<file path="src/rtl/alu_8bit_pkg.sv">
// Shared definitions for the 8-bit ALU and its downstream stages:
// opcode encodings and the packed result entry carried through buffers.
package alu_8bit_pkg;

  localparam logic [2:0] OP_ADD  = 3'b000;
  localparam logic [2:0] OP_SUB  = 3'b001;
  localparam logic [2:0] OP_RSUB = 3'b010;
  localparam logic [2:0] OP_OR   = 3'b011;
  localparam logic [2:0] OP_AND  = 3'b100;
  localparam logic [2:0] OP_XOR  = 3'b101;
  localparam logic [2:0] OP_XNOR = 3'b110;
  localparam logic [2:0] OP_NOP  = 3'b111;

  typedef struct packed {
    logic [7:0] sum;
    logic [2:0] oper;
    logic       zero;
    logic       neg;
    logic       parity;
  } result_entry_t;

endpackage

</file>
<file path="src/rtl/alu_result_flags.sv">
// Combinational status flags for an 8-bit ALU result; parity is 1 when the
// number of set bits is odd.
module alu_result_flags (
  input  logic [7:0] sum,
  output logic       zero,
  output logic       neg,
  output logic       parity
);

  assign zero   = (sum == 8'h00);
  assign neg    = sum[7];
  assign parity = ^sum;

endmodule

</file>
<file path="src/rtl/alu_8bit_result_stage.sv">
// Registered ALU output stage: 2-entry skid buffer with per-entry flags,
// plus a wrapping transfer counter and a saturating result accumulator.
module alu_8bit_result_stage
  import alu_8bit_pkg::*;
#(
  parameter int ACC_W    = 16,
  parameter int CNT_W    = 8,
  parameter bit DROP_NOP = 1'b1
) (
  input  logic             clk,
  input  logic             rst,
  input  logic             in_valid,
  output logic             in_ready,
  input  logic [7:0]       in_sum,
  input  logic [2:0]       in_oper,
  output logic             out_valid,
  input  logic             out_ready,
  output logic [7:0]       out_sum,
  output logic [2:0]       out_oper,
  output logic             out_zero,
  output logic             out_neg,
  output logic             out_parity,
  input  logic             acc_clr,
  output logic [ACC_W-1:0] acc,
  output logic [CNT_W-1:0] cnt
);

  result_entry_t    main_reg;
  result_entry_t    skid_reg;
  result_entry_t    in_entry;
  logic             main_valid_reg;
  logic             skid_valid_reg;
  logic             accept;
  logic             store;
  logic             xfer;
  logic             in_zero;
  logic             in_neg;
  logic             in_parity;
  logic [ACC_W:0]   acc_sum;
  logic [ACC_W-1:0] acc_reg;
  logic [CNT_W-1:0] cnt_reg;

  alu_result_flags u_flags (
    .sum    (in_sum),
    .zero   (in_zero),
    .neg    (in_neg),
    .parity (in_parity)
  );

  assign in_entry = '{sum: in_sum, oper: in_oper, zero: in_zero, neg: in_neg, parity: in_parity};

  // in_ready depends only on skid occupancy, so out_ready never reaches it combinationally.
  assign in_ready = !skid_valid_reg;
  assign accept   = in_valid && !skid_valid_reg;
  assign store    = accept && !(DROP_NOP && (in_oper == OP_NOP));
  assign xfer     = main_valid_reg && out_ready;

  always_ff @(posedge clk or posedge rst) begin
    if (rst) begin
      main_valid_reg <= 1'b0;
      skid_valid_reg <= 1'b0;
      main_reg       <= '0;
      skid_reg       <= '0;
    end else if (skid_valid_reg) begin
      if (xfer) begin
        main_reg       <= skid_reg;
        skid_valid_reg <= 1'b0;
      end
    end else if (main_valid_reg) begin
      if (store && xfer) begin
        main_reg <= in_entry;
      end else if (store) begin
        skid_reg       <= in_entry;
        skid_valid_reg <= 1'b1;
      end else if (xfer) begin
        main_valid_reg <= 1'b0;
      end
    end else if (store) begin
      main_reg       <= in_entry;
      main_valid_reg <= 1'b1;
    end
  end

  assign acc_sum = {1'b0, acc_reg} + {{(ACC_W-7){1'b0}}, main_reg.sum};

  // A clear coinciding with a transfer restarts the tallies at that transfer.
  always_ff @(posedge clk or posedge rst) begin
    if (rst) begin
      acc_reg <= '0;
      cnt_reg <= '0;
    end else if (acc_clr) begin
      acc_reg <= xfer ? {{(ACC_W-8){1'b0}}, main_reg.sum} : '0;
      cnt_reg <= xfer ? CNT_W'(1) : '0;
    end else if (xfer) begin
      acc_reg <= acc_sum[ACC_W] ? '1 : acc_sum[ACC_W-1:0];
      cnt_reg <= cnt_reg + CNT_W'(1);
    end
  end

  assign out_valid  = main_valid_reg;
  assign out_sum    = main_reg.sum;
  assign out_oper   = main_reg.oper;
  assign out_zero   = main_reg.zero;
  assign out_neg    = main_reg.neg;
  assign out_parity = main_reg.parity;
  assign acc        = acc_reg;
  assign cnt        = cnt_reg;

endmodule

</file>
<file path="config.mk">
export PLATFORM = sky130hd
export DESIGN_NAME = alu_8bit_result_stage
export DESIGN_NICKNAME = d
export VERILOG_FILES = /design/src/rtl/alu_8bit_pkg.sv /design/src/rtl/alu_result_flags.sv /design/src/rtl/alu_8bit_result_stage.sv
export SDC_FILE = /design/constraint.sdc
export NUM_CORES = 1
export LEC_CHECK = 0
export ABC_AREA = 1
export CORE_ASPECT_RATIO = 0.6
export CORE_MARGIN = 4
export CORE_UTILIZATION = 45
export CTS_BUF_LIST = sky130_fd_sc_hd__clkbuf_4
export CTS_CLUSTER_SIZE = 40
export DETAILED_ROUTE_END_ITERATION = 8
export DONT_BUFFER_PORTS = 1
export PLACE_DENSITY = 0.64
export SYNTH_ARGS = -nofsm -noshare
export SYNTH_HDL_FRONTEND = slang
export SYNTH_HIERARCHICAL = 1
export SYNTH_SLANG_ARGS = --single-unit
</file>
<file path="constraint.sdc">
create_clock -name clk -period 2.8 [get_ports clk]
set_input_delay 0.42 -clock clk [delete_from_list [all_inputs] [get_ports clk]]
set_output_delay 0.42 -clock clk [all_outputs]
set_load 0.05 [all_outputs]
</file>
After elaboration in Yosys (flattened, before gate mapping)
Cells that the tools add are included.
- register bits: 54
- bits of input ports: 16
- output and inout bits: 40
- word-level logic and storage cells: 53
- add/sub/neg operators: 2
- equal/unequal tests: 3
- mux-type cells: 20
- bitwise logic cells: 2
- reduce and logical (&&, ||, !) cells: 12
- operator list (cell ; number):
    $mux 14 ; 5
    $mux 16 ; 3
    $mux 8 ; 3
    $add 16x8->17 ; 1
    $mux 1 ; 9
    $add 8x1->8 const B ; 1
    $logic_not 8->1 ; 1
    $reduce_xor 8->1 ; 1
    $logic_and 1x1->1 ; 4
    $reduce_and 4->1 ; 1
    $eq 3x3->1 const B ; 1
    $ne 3x1->1 const B ; 1
    $reduce_and 3->1 ; 1
    $reduce_bool 3->1 ; 1
    $logic_not 1->1 ; 2
    $ne 2x1->1 const B ; 1
    $not 1->1 ; 2
    $reduce_bool 2->1 ; 1

Logic depth before layout (Yosys ltp)
- depth after elaboration: 7
- mapped depth: 12
- mapped depth without buffers: 12

By module
Netlist, hierarchy kept.
- by module, submodules not included (module ; times used ; cells each ; area each (um^2) ; sequential area each (um^2)):
    alu_8bit_result_stage ; 1 ; 421 ; 3100.5 ; 1351.3
    alu_result_flags ; 1 ; 35 ; 172.7 ; 0.0

Worst setup path after synthesis
Ideal clock, no wire load.
- path type: register to register
- from: reg main_reg (netlist bit out_sum[0])
- to: reg acc_reg[2] (netlist: acc[2])
- arrival: 1.962 ns
- data required time: 2.682 ns
- setup slack: 0.720 ns
- cell stages (with the launch flop): 12
- path buffers: 1
- cell sequence: dfrtp_1 > ha_1 > fa_1 > nand2_1 > nand2_1 > nand3_1 > nand2_2 > nand3_2 > buf_6 > nand3_1 > nand2_1 > nand2_1
- cells in the longest elaborated chain, start to end: 4
- ends and longest elaborated chain (item ; RTL line ; RTL):
    start: declaration ; alu_8bit_result_stage.sv:28 ; result_entry_t main_reg;
    start signal: assignment ; alu_8bit_result_stage.sv:66 ; main_reg <= skid_reg;
    start signal: assignment ; alu_8bit_result_stage.sv:71 ; main_reg <= in_entry;
    start signal: assignment ; alu_8bit_result_stage.sv:79 ; main_reg <= in_entry;
    $add 16x8->17 ; alu_8bit_result_stage.sv:84 ; assign acc_sum = {1'b0, acc_reg} + {{(ACC_W-7){1'b0}}, main_reg.sum};
    $mux 16 ; alu_8bit_result_stage.sv:95 ; acc_reg <= acc_sum[ACC_W] ? '1 : acc_sum[ACC_W-1:0];
    $mux 16 ; alu_8bit_result_stage.sv:94 ; end else if (xfer) begin
    $mux 16 ; alu_8bit_result_stage.sv:91 ; end else if (acc_clr) begin
    end signal: assignment ; alu_8bit_result_stage.sv:92 ; acc_reg <= xfer ? {{(ACC_W-8){1'b0}}, main_reg.sum} : '0;
    end signal: assignment ; alu_8bit_result_stage.sv:95 ;
    end: declaration ; alu_8bit_result_stage.sv:40 ; logic [ACC_W-1:0] acc_reg;
Every way passes these cells. The select of a mux whose other input is x is not followed.
A chain may end at the register's enable or synchronous reset.

Final worst setup path
- from: reg main_reg (netlist bit out_sum[1])
- to: reg acc_reg[2] (netlist: acc[2])
The elaborated chain is that of the path after synthesis.

==> metrics.cfg <==
[status]
status = finished, violations left
failed_checks = negative hold slack

[job]
cap_violations = 0

[synth]
synth_cells = 456
ys_seq_area_frac = 0.413
avgSynthCellArea_um2 = 7.18
yosysWarnings = 6
syn_area_mm2 = 0.00327
syn-num-nets = 486
synth.distinct_cells = 33
synth-seq-cells = 54

[setup_path]
crit_arrival_ns = 2.53
slowest_delay_ns = 0.64
start_kind = flip-flop
critPathLaunch = out_sum[1]
cpMostUsedCell = nand2_1
crit_chain = fa_1 -> nand2_1 -> nand2_1 -> nand3_1 -> nand2_2 -> nand3_2 -> nand3_1 -> nand2_1 -> nand2_1
path_delay_family = simple AND/OR/NAND/NOR gates
reg2reg_from = out_sum[1]
critical_path_class = flip-flop to flip-flop
critPathBufInv = 0
required_ns = 3.10
slowest_stage = dfrtp_1
critPathCaptureType = flip-flop
timing.reg2reg.worst_path_depth = 9
crit_path_max_fanout = 11
reg2reg_setup_slack_ns = 0.58
r2r_end = acc[2]

[detailed_routing]
wl_per_cell_um = 14.1
via_per_inst = 5.09
vias = 2802
firstDrtPassIters = 4
drcViolationCount = 0
dr.first_iter.drc_count = 245
antenna_left = 0
wl_um = 7780

[clocking]
cts_buffers = 5
clockBufferDepth = 2
cts.repair.resized = 0
cts_tree = done
htreeDepth = 2
clkSinkCount = 54
clk_latency_ns = 0.40
cts_setup_buffers = 0
clk_pin_slew_worst_paths_ns = 0.16
hold_buffers = 0
root_buffer = clkbuf_4

[die]
dieArea_mm2 = 0.00875
pin_count = 56
start_util = 0.476
die_w_um = 118
rows = 23
core_mm2 = 0.00688
die_y_um = 74.1

[place]
port_buffers = 0
place_hpwl_um = 5910
gp_congestion = 0.858

[cells_and_area]
multi_input_area_mm2 = 0.00157
final_layout_size_suffix_gt1_frac = 0.0713
area_delta_synth_final_pct = 4.93
antenna_cells = 0
final_util = 0.499
largest_reg_flops = 16
fillers = 700
regArea_mm2 = 0.00135
layout.nets = 492

[pwr]
seqPwrFrac = 0.507
p_int_mw = 1.59
pwr-share-comb = 0.389
swShare = 0.538
p_leak_nw = 1.87
p_clk_frac = 0.104
vdd_ir_drop_max_uv = 687
powerDensity_mw_per_mm2 = 1000
power_switching_mw = 1.85

[global_route]
antenna_found_initial = 0
grt_pass1_wl_um = 13700
grt_max_degree = 33
grt_overflow = 0
track_usage = 0.196
grt_pass1_vias = 2769

[sta]
setup_viol = 0
max_freq_mhz = 450
rsz0062_at_grt = no
worst_pin_slew_ns = 1.20
tns_ns = 0
maxSlewViolCount = 0
period_needed_ns = 2.22
skew_ns = 0.0106
maxSlewHeadroom = 0.200
fin_hold_ws_ns = -0.00537
hold_violations = 15
fin_crit_sh = 0.795

[min_path]
hp-class = input pin to asynchronous set/reset pin

[synth_stat cells (all sizes together)]
master,n,area [µm²]
nand3b,5,37.5
xor2,3,26.3
fa,1,20.0
a21oi,21,109
buf,7,62.6
or2,2,12.5
o21ai,44,224
and3,1,6.26
dfrtp,54,1350
inv,68,255
a211oi,1,20.0
nor3,4,25.0
o21bai,2,18.8
nand2,158,596
ha,13,163
and2,1,6.26
nand3,29,150
clkbuf,7,36.3
nor2,31,121
xnor2,2,17.5
nand4,1,6.26
a22o,1,8.76
[placed cells by master, fill, tap and decap left out, types with 2 or more instances in the layout]
cell type,netlist,final
a21oi_1,20,20
buf_4,1,13
clkbuf_4,0,5
dfrtp_1,54,54
ha_1,13,13
inv_1,67,66
inv_2,1,2
nand2_1,157,157
nand3_1,28,28
nand3b_1,5,5
nor2_1,29,29
nor2_2,2,2
nor3_1,3,3
o21ai_0,43,43
or2_2,2,2
xnor2_1,2,2
xor2_1,3,3
[logic make-up after synthesis]
family,after synthesis,synth area share
flip-flops,54,0.413
adder cells (fa/ha/maj),14,0.0558
AO/OA/AOI/OAI,69,0.116
buffers and inverters,82,0.108
AND/OR/NAND/NOR,232,0.294
XOR/XNOR,5,0.0134
[layout make-up]
type / count / share of cell area
clock buffer: 5 / 0.0109
clock inverter: 3 / 0.00474
inverter: 68 / 0.0743
sequential: 54 / 0.393
tap: 87 / 0.0317
multi-input combinational: 320 / 0.456
timing repair buffer: 13 / 0.0284
[layer usage]
layer | vias up | part of all wire | track usage | wire length (µm)
met5 | - | 0 | 0 | 0
met4 | 0 | 0.011 | 0.0623 | 85
li1 | 1431 | - | - | -
met2 | 88 | 0.38 | 0.266 | 2960
met1 | 1274 | 0.52 | 0.293 | 4020
met3 | 9 | 0.092 | 0.0616 | 716
[power groups by stage]
stage               Sequential (mW)  Combinational [mW]  Clock, mW
global route                   1.79                1.55      0.407
global placement               1.75                1.30          0
finish                         1.74                1.34      0.356
CTS                            1.75                1.34      0.373
floorplan                      1.77                1.00          0
detailed placement             1.76                1.33          0
[metrics by stage]
stage	area, µm²	hold WS (ns)	std cells	setup slack [ns]	power [mW]
after floorplan	3270	0.448	456	0.720	2.77
after global placement	3380	0.461	542	0.646	3.06
after CTS	3430	0.00831	550	0.577	3.46
final	3430	-0.00537	550	0.575	3.43
after detailed placement	3380	0.466	542	0.600	3.09
after global routing	3430	0.0140	550	0.379	3.75
[how the worst max path moves through the flow]
stage / to / slack, ns / cells past startpoint
floorplan: acc[2] / 0.72 / 11
global placement: acc[2] / 0.65 / 8
detailed placement: acc[7] / 0.60 / 8
CTS: acc[7] / 0.58 / 8
global route: acc[5] / 0.38 / 8
finish: acc[2] / 0.58 / 9
Note: power is estimated with default switching activity, not from simulation.
